`config.mk`:
```
export PLATFORM = sky130hd
export DESIGN_NAME = rsa_modexp_core_flat
export DESIGN_NICKNAME = d
export VERILOG_FILES = /design/src/rtl/rsa_pkg.sv /design/src/rtl/rsa_if.sv /design/src/rtl/rsa_mmm.sv /design/src/rtl/rsa_modexp_core.sv /design/src/flat_wrapper.sv
export SDC_FILE = /design/constraint.sdc
export NUM_CORES = 1
export LEC_CHECK = 0
export BUFFER_PORTS_ARGS = -buffer_cell sky130_fd_sc_hd__buf_2
export CORE_ASPECT_RATIO = 0.7
export CORE_MARGIN = 2
export CORE_UTILIZATION = 45
export CTS_CLUSTER_SIZE = 20
export DETAILED_ROUTE_END_ITERATION = 12
export GPL_TIMING_DRIVEN = 0
export MAX_ROUTING_LAYER = met4
export PLACE_DENSITY_LB_ADDON = 0.2
export SKIP_CTS_REPAIR_TIMING = 1
export SYNTH_ARGS = -nofsm -noshare
export SYNTH_HDL_FRONTEND = slang
export SYNTH_SLANG_ARGS = --single-unit
```
`constraint.sdc`:
```
create_clock -name clk -period 5.2 [get_ports clk]
set_clock_uncertainty 0.1 [all_clocks]
set_input_delay 0.26 -clock clk [delete_from_list [all_inputs] [get_ports clk]]
set_output_delay 0.26 -clock clk [all_outputs]
set_load 0.005 [all_outputs]
```
`src/rtl/rsa_pkg.sv`:
```
// Shared types and constants for the RSA modular exponentiation core.
package rsa_pkg;

    localparam int RSA_WIDTH = 8;

    typedef enum logic [2:0] {
        ST_IDLE,
        ST_REDUCE,
        ST_CHECK,
        ST_MUL,
        ST_SQR,
        ST_DONE
    } rsa_state_e;

endpackage

```
`src/rtl/rsa_if.sv`:
```
// Control handshake between the RSA control FSM and the modexp core.
interface rsa_if
    import rsa_pkg::*;
#(
    parameter int WIDTH = RSA_WIDTH
) ();

    logic             en_rsa;
    logic             rst_rsa;
    logic [WIDTH-1:0] plain;
    logic [WIDTH-1:0] exp_key;
    logic [WIDTH-1:0] modulus;
    logic [WIDTH-1:0] cipher;
    logic             eoc_rsa_unit;
    logic             busy;

    modport master (
        output en_rsa, rst_rsa, plain, exp_key, modulus,
        input  cipher, eoc_rsa_unit, busy
    );

    modport slave (
        input  en_rsa, rst_rsa, plain, exp_key, modulus,
        output cipher, eoc_rsa_unit, busy
    );

endinterface

```
`src/rtl/rsa_mmm.sv`:
```
// Serial interleaved modular multiplier: p = a*b mod m, MSB-first over a.
module rsa_mmm
    import rsa_pkg::*;
#(
    parameter int WIDTH = RSA_WIDTH
) (
    input  logic             clk,
    input  logic             rstb,
    input  logic             ena,
    input  logic             hold,
    input  logic             start,
    input  logic [WIDTH-1:0] a,
    input  logic [WIDTH-1:0] b,
    input  logic [WIDTH-1:0] m,
    output logic [WIDTH-1:0] p,
    output logic             done
);

    localparam int AW = WIDTH + 2;
    localparam int CW = $clog2(WIDTH + 1);

    logic [WIDTH-1:0] a_q, a_d, b_q, b_d, m_q, m_d;
    logic [AW-1:0]    acc_q, acc_d;
    logic [CW-1:0]    cnt_q, cnt_d;
    logic             done_q, done_d;
    logic [AW-1:0]    t0, t1, t2, mw;

    always_comb begin
        a_d    = a_q;
        b_d    = b_q;
        m_d    = m_q;
        acc_d  = acc_q;
        cnt_d  = cnt_q;
        done_d = done_q;
        mw     = {2'b00, m_q};
        // 2*acc + b < 3m, so two conditional subtracts restore acc < m
        t0 = {acc_q[WIDTH:0], 1'b0} + (a_q[WIDTH-1] ? {2'b00, b_q} : '0);
        t1 = (t0 >= mw) ? t0 - mw : t0;
        t2 = (t1 >= mw) ? t1 - mw : t1;
        if (!hold) begin
            done_d = 1'b0;
            if (start) begin
                a_d   = a;
                b_d   = b;
                m_d   = m;
                acc_d = '0;
                cnt_d = CW'(WIDTH);
            end else if (cnt_q != '0) begin
                acc_d  = t2;
                a_d    = {a_q[WIDTH-2:0], 1'b0};
                cnt_d  = cnt_q - CW'(1);
                done_d = (cnt_q == CW'(1));
            end
        end
    end

    always_ff @(posedge clk or negedge rstb) begin
        if (!rstb) begin
            a_q    <= '0;
            b_q    <= '0;
            m_q    <= '0;
            acc_q  <= '0;
            cnt_q  <= '0;
            done_q <= 1'b0;
        end else if (ena) begin
            a_q    <= a_d;
            b_q    <= b_d;
            m_q    <= m_d;
            acc_q  <= acc_d;
            cnt_q  <= cnt_d;
            done_q <= done_d;
        end
    end

    assign p    = acc_q[WIDTH-1:0];
    assign done = done_q;

endmodule

```
`src/rtl/rsa_modexp_core.sv`:
```
// Right-to-left square-and-multiply modexp over one shared serial multiplier.
module rsa_modexp_core
    import rsa_pkg::*;
#(
    parameter int WIDTH = RSA_WIDTH
) (
    input logic  clk,
    input logic  rstb,
    input logic  ena,
    rsa_if.slave bus
);

    localparam int IW = $clog2(WIDTH + 1);

    rsa_state_e       state_q, state_d;
    logic [WIDTH-1:0] plain_q, plain_d, exp_q, exp_d, mod_q, mod_d;
    logic [WIDTH-1:0] base_q, base_d, result_q, result_d;
    logic [WIDTH-1:0] cipher_q, cipher_d;
    logic [IW-1:0]    idx_q, idx_d;
    logic             issued_q, issued_d;
    logic             eoc_q, eoc_d, busy_q, busy_d;
    logic             pause, start, mmm_done;
    logic [WIDTH-1:0] mmm_a, mmm_b, mmm_p;

    function automatic rsa_state_e chk_next(input logic [IW-1:0]    k,
                                            input logic [WIDTH-1:0] e);
        logic [WIDTH-1:0] sh;
        sh = e >> k;
        if (k == IW'(WIDTH)) return ST_DONE;
        if (sh[0]) return ST_MUL;
        return ST_SQR;
    endfunction

    assign pause = busy_q & ~bus.en_rsa;

    always_comb begin
        mmm_a = base_q;
        mmm_b = base_q;
        if (state_q == ST_REDUCE) begin
            mmm_a = plain_q;
            mmm_b = WIDTH'(1);
        end else if (state_q == ST_MUL) begin
            mmm_a = result_q;
        end
    end

    always_comb begin
        state_d  = state_q;
        plain_d  = plain_q;
        exp_d    = exp_q;
        mod_d    = mod_q;
        base_d   = base_q;
        result_d = result_q;
        cipher_d = cipher_q;
        idx_d    = idx_q;
        issued_d = issued_q;
        eoc_d    = eoc_q;
        busy_d   = busy_q;
        start    = 1'b0;
        if (!bus.rst_rsa) begin
            state_d  = ST_IDLE;
            cipher_d = '0;
            eoc_d    = 1'b0;
            busy_d   = 1'b0;
            issued_d = 1'b0;
        end else if (!pause) begin
            unique case (state_q)
                ST_IDLE: if (bus.en_rsa) begin
                    plain_d  = bus.plain;
                    exp_d    = bus.exp_key;
                    mod_d    = bus.modulus;
                    busy_d   = 1'b1;
                    idx_d    = '0;
                    issued_d = 1'b0;
                    result_d = (bus.modulus <= WIDTH'(1)) ? '0 : WIDTH'(1);
                    state_d  = (bus.modulus == '0) ? ST_DONE : ST_REDUCE;
                end
                ST_CHECK: state_d = chk_next(idx_q, exp_q);
                ST_REDUCE, ST_MUL, ST_SQR: begin
                    if (!issued_q) begin
                        start    = 1'b1;
                        issued_d = 1'b1;
                    end else if (mmm_done) begin
                        // writeback also resolves the CHECK decision
                        issued_d = 1'b0;
                        if (state_q == ST_MUL) begin
                            result_d = mmm_p;
                            state_d  = ST_SQR;
                        end else if (state_q == ST_SQR) begin
                            base_d  = mmm_p;
                            idx_d   = idx_q + IW'(1);
                            state_d = chk_next(idx_q + IW'(1), exp_q);
                        end else begin
                            base_d  = mmm_p;
                            state_d = chk_next(idx_q, exp_q);
                        end
                    end
                end
                ST_DONE: begin
                    cipher_d = result_q;
                    eoc_d    = 1'b1;
                    busy_d   = 1'b0;
                end
                default: state_d = ST_IDLE;
            endcase
        end
    end

    always_ff @(posedge clk or negedge rstb) begin
        if (!rstb) begin
            state_q  <= ST_IDLE;
            plain_q  <= '0;
            exp_q    <= '0;
            mod_q    <= '0;
            base_q   <= '0;
            result_q <= '0;
            cipher_q <= '0;
            idx_q    <= '0;
            issued_q <= 1'b0;
            eoc_q    <= 1'b0;
            busy_q   <= 1'b0;
        end else if (ena) begin
            state_q  <= state_d;
            plain_q  <= plain_d;
            exp_q    <= exp_d;
            mod_q    <= mod_d;
            base_q   <= base_d;
            result_q <= result_d;
            cipher_q <= cipher_d;
            idx_q    <= idx_d;
            issued_q <= issued_d;
            eoc_q    <= eoc_d;
            busy_q   <= busy_d;
        end
    end

    rsa_mmm #(.WIDTH(WIDTH)) u_mmm (
        .clk  (clk),
        .rstb (rstb),
        .ena  (ena),
        .hold (pause),
        .start(start),
        .a    (mmm_a),
        .b    (mmm_b),
        .m    (mod_q),
        .p    (mmm_p),
        .done (mmm_done)
    );

    assign bus.cipher       = cipher_q;
    assign bus.eoc_rsa_unit = eoc_q;
    assign bus.busy         = busy_q;

endmodule
```
`src/flat_wrapper.sv`:
```
// flat-port wrapper written by rule: the top's interface ports become plain ports
module rsa_modexp_core_flat import rsa_pkg::*;
#(
    parameter int WIDTH = RSA_WIDTH
)
  (clk, rstb, ena, bus_en_rsa, bus_rst_rsa, bus_plain, bus_exp_key, bus_modulus, bus_cipher, bus_eoc_rsa_unit, bus_busy);
  rsa_if #(.WIDTH(WIDTH)) bus_i ();
  input logic clk;
  input logic rstb;
  input logic ena;
  input wire logic [$bits(bus_i.en_rsa)-1:0] bus_en_rsa;
  input wire logic [$bits(bus_i.rst_rsa)-1:0] bus_rst_rsa;
  input wire logic [$bits(bus_i.plain)-1:0] bus_plain;
  input wire logic [$bits(bus_i.exp_key)-1:0] bus_exp_key;
  input wire logic [$bits(bus_i.modulus)-1:0] bus_modulus;
  output wire logic [$bits(bus_i.cipher)-1:0] bus_cipher;
  output wire logic [$bits(bus_i.eoc_rsa_unit)-1:0] bus_eoc_rsa_unit;
  output wire logic [$bits(bus_i.busy)-1:0] bus_busy;
  assign bus_i.en_rsa = bus_en_rsa;
  assign bus_i.rst_rsa = bus_rst_rsa;
  assign bus_i.plain = bus_plain;
  assign bus_i.exp_key = bus_exp_key;
  assign bus_i.modulus = bus_modulus;
  assign bus_cipher = bus_i.cipher;
  assign bus_eoc_rsa_unit = bus_i.eoc_rsa_unit;
  assign bus_busy = bus_i.busy;
  rsa_modexp_core #(.WIDTH(WIDTH)) u_core (.clk(clk), .rstb(rstb), .ena(ena), .bus(bus_i));
endmodule
```
==> results.toml <==
[run_status]
status = "finished, violations left"
violations = "setup timing"

[setup_path]
endpoint_kind = "flip-flop"
required_ns = 5.29
start_kind = "flip-flop"
r2r_start = "u_core.u_mmm.a_q[7]"
reg2reg_slack_ns = -0.41
slowest_delay_ns = 0.61
critPathLaunch = "u_core.u_mmm.a_q[7]"
crit_fanout = 8
rr_worst_depth = 24
path_class = "flip-flop to flip-flop"
cpMaxStageDelayCell = "or4_4"
worst-endpoint-arrival_ns = 5.70
path_cells = "and2_4 -> ha_4 -> fa_2 -> a21o_1 -> a22o_1 -> nor2_2 -> xnor2_2 -> inv_2 -> ha_4 -> buf_4 -> a21oi_1 -> nand3b_1 -> buf_4 -> nor3_2 -> a21oi_2 -> ha_1 -> nor2b_1 -> o21ai_1 -> a21boi_1 -> o21ai_1 -> a31oi_2 -> or4_4 -> nor3_1 -> o32ai_2"
r2r_end = "u_core.u_mmm.acc_q[7]"

[power]
p_leak_nw = 3.041
p_per_area_nw_per_um2 = 790.9
swShare_pct = 44.28
clock_power_share_pct = 13.8
comb_power_share_pct = 63.2
p_seq_share_pct = 23.0
p_sw_w = 0.002404
internal-power_w = 0.003025
vdd_drop_max_uv = 356.0

[timing]
hold_ws_ns = 0.04086
finalSetupViolCount = 9
timing.final.ws_setup_ns = -0.4136
post-route-period-util_pct = 108.0
hold_viol = 0
max_slew_margin_pct = 14.02
rsz0062_at_grt = "true"
finalCriticalPeriod_ns = 5.614
maxSlewViolCount = 0
max_freq_mhz = 178.1
worstMarginPinSlew_ns = 1.280

[yosys]
ys_async_sr_fraction_pct = 100.0
ys.flop_type = "dfrtp_1"
ys_ff_latch = 96
syn_area_per_cell_um2 = 9.804
yosysWarnings = 0
synth_nets = 651
seq_area_frac_synth_pct = 41.46
post_synth_num_cell_types = 65
synth_edf_count = 0
synthesis.area_um2 = 5794
synthesis.instances = 591

[global_routing]
first_global_vias = 4530
grt.total_usage_pct = 21.74
grt_pass1_wl_mm = 23.28
grt-ovfl-total = 0
antenna_found_initial = 0
grt_max_degree = 58

[routing]
drt-wirelength-per-cell_um = 17.70
drtIter0Drc = 318
finalWirelength_mm = 14.52
via_count = 4814
ant_nets = 0
drc_errors = 0
dr.pass1.iters = 6
vias_per_cell = 5.871

[min_path]
hold_start = "bus_plain[6]"
min_to = "u_core.plain_q[6]"
whs_path_depth = 2
min_path_type = "input pin to flip-flop"

[placed_design]
io_buffers = 35
hpwl_mm = 10.82
placed_cells = 789
gp_congestion = 0.9350

[final_layout]
drive_gt1_share_pct = 23.40
stdcell_count = 820
area.growth.synth_to_final_pct = 18.46
seq_area_um2 = 2404
fin_nets = 713
final_common_cell = "dfrtp_1"
layout_common_cells = "95 x dfrtp_1, 60 x nand2_1, 47 x o21ai_0"
fillCellCount = 1130
num_antenna_cells = 0
multi_input_comb_area_um2 = 3353

[floorplanning]
core_um2 = 12510
die_area_um2 = 13810
ioPinCount = 39
dieHeight_um = 98.94
die_w_um = 139.6
initial_core_util_pct = 46.33
rows = 34

[clock_tree]
cts-buffers-inserted = 9
clk_latency_ns = 0.35
htree_levels = 3
cts_tree = "done"
ctsRootBufferMaster = "clkbuf_16"
cts_sinks = 96
clock_path_buffers = 2
clkTransAtPathRegs_ns = 0.07

[run]
maxCapViolations = 0
layout make-up:
class | instances | share of cell area, %
Clock inverter | 6 | 1.422
Inverter | 36 | 1.969
Clock buffer | 10 | 3.482
Buffer | 24 | 1.531
Multi-Input combinational cell | 434 | 48.85
Tap cell | 162 | 2.953
Timing Repair Buffer | 52 | 4.776
Sequential cell | 96 | 35.02
per-layer routing:
layer / vias up / routed length [um] / global-route usage (%)
li1: 2287 / - / -
met3: 15 / 798 / 3.256
met2: 145 / 6099 / 30.66
met1: 2367 / 7511 / 33.79
met5: - / 0 / -
met4: 0 / 105 / 3.154
cells in the mapped netlist (all sizes together), types with 7 or more instances:
master,instances,area [um^2]
a211oi,10,80.07
a21o,8,60.06
a21oi,17,85.08
a221o,7,70.07
a22o,9,78.83
a31oi,8,56.30
and2,8,50.05
clkbuf,19,71.32
dfrtp,96,2402
ha,28,350.3
inv,36,135.1
mux2,38,427.9
mux2i,15,150.1
nand2,60,225.2
nand3,14,70.07
nand4,10,62.56
nor2,35,138.9
nor2b,8,50.05
nor3,9,50.05
o21ai,54,270.3
xnor2,11,96.34
xor2,7,61.31
through the flow:
step	area (um^2)	utilization [%]	TNS, ns	power (W)	setup WS (ns)
2_1_floorplan	5827	-	0	0.003462	0.03475
3_3_place_gp	6205	49.61	-5.968	0.004052	-0.6968
3_5_place_dp	6235	49.85	-6.487	0.004147	-0.7801
4_1_cts	6571	52.54	-7.014	0.004909	-0.8376
5_1_grt	6864	54.88	-5.331	0.005820	-0.6144
6_report	6864	54.88	-3.535	0.005429	-0.4136
worst max path at each step:
stage | slack (ns) | to | cells after the start
2_1_floorplan | 0.03 | u_core.u_mmm.acc_q[8] | 25
3_3_place_gp | -0.70 | u_core.u_mmm.acc_q[8] | 25
3_5_place_dp | -0.78 | u_core.u_mmm.acc_q[2] | 25
4_1_cts | -0.84 | u_core.u_mmm.acc_q[2] | 25
5_1_grt | -0.61 | u_core.u_mmm.acc_q[0] | 25
6_report | -0.41 | u_core.u_mmm.acc_q[7] | 24
worst max-delay path: cells and delay by family (launching register included):
kind / cells / cell delay (ns)
DFF: 1 / 0.47
xor gates and xnor gates: 1 / 0.17
adders and majority gates: 4 / 1.15
AOI/OAI and AO/OA: 9 / 1.46
and+or+nand+nor: 7 / 1.71
buffers and inverters: 3 / 0.39
power by group through the flow:
stage          Combinational (W)  Sequential (W)  Clock (W)
2_1_floorplan            0.00229         0.00117          0
3_3_place_gp             0.00281         0.00125          0
3_5_place_dp             0.00289         0.00126          0
4_1_cts                  0.00291         0.00125   0.000756
5_1_grt                  0.00375         0.00128   0.000787
6_report                 0.00343         0.00125   0.000747
state kept, by name (all words and copies together) (netlist names):
register,cells
u_core.u_mmm.m_q,8
u_core.u_mmm.acc_q,9
u_core.exp_q,8
u_core.mod_q,8
u_core.result_q,8
u_core.bus.eoc_rsa_unit,1
u_core.bus.cipher,8
u_core.issued_q,1
u_core.plain_q,8
u_core.state_q,3
u_core.bus.busy,1
u_core.u_mmm.b_q,8
u_core.u_mmm.done,1
u_core.u_mmm.a_q,8
u_core.idx_q,4
u_core.base_q,8
u_core.u_mmm.cnt_q,4
logic make-up (layout without fill, tap and decap cells):
kind of cell             count (synthesis)  count (layout)  share of synthesized area, %
adder cells (fa/ha/maj)                 32              32                         7.256
multiplexers                            57              57                         11.53
flip-flops                              96              96                         41.46
XOR/XNOR                                18              18                         2.721
AO/OA/AOI/OAI                          149             149                         17.15
buffers and inverters                   61             128                         4.038
AND/OR/NAND/NOR                        178             178                         15.85
No activity file was read; power rests on OpenSTA's default activity.
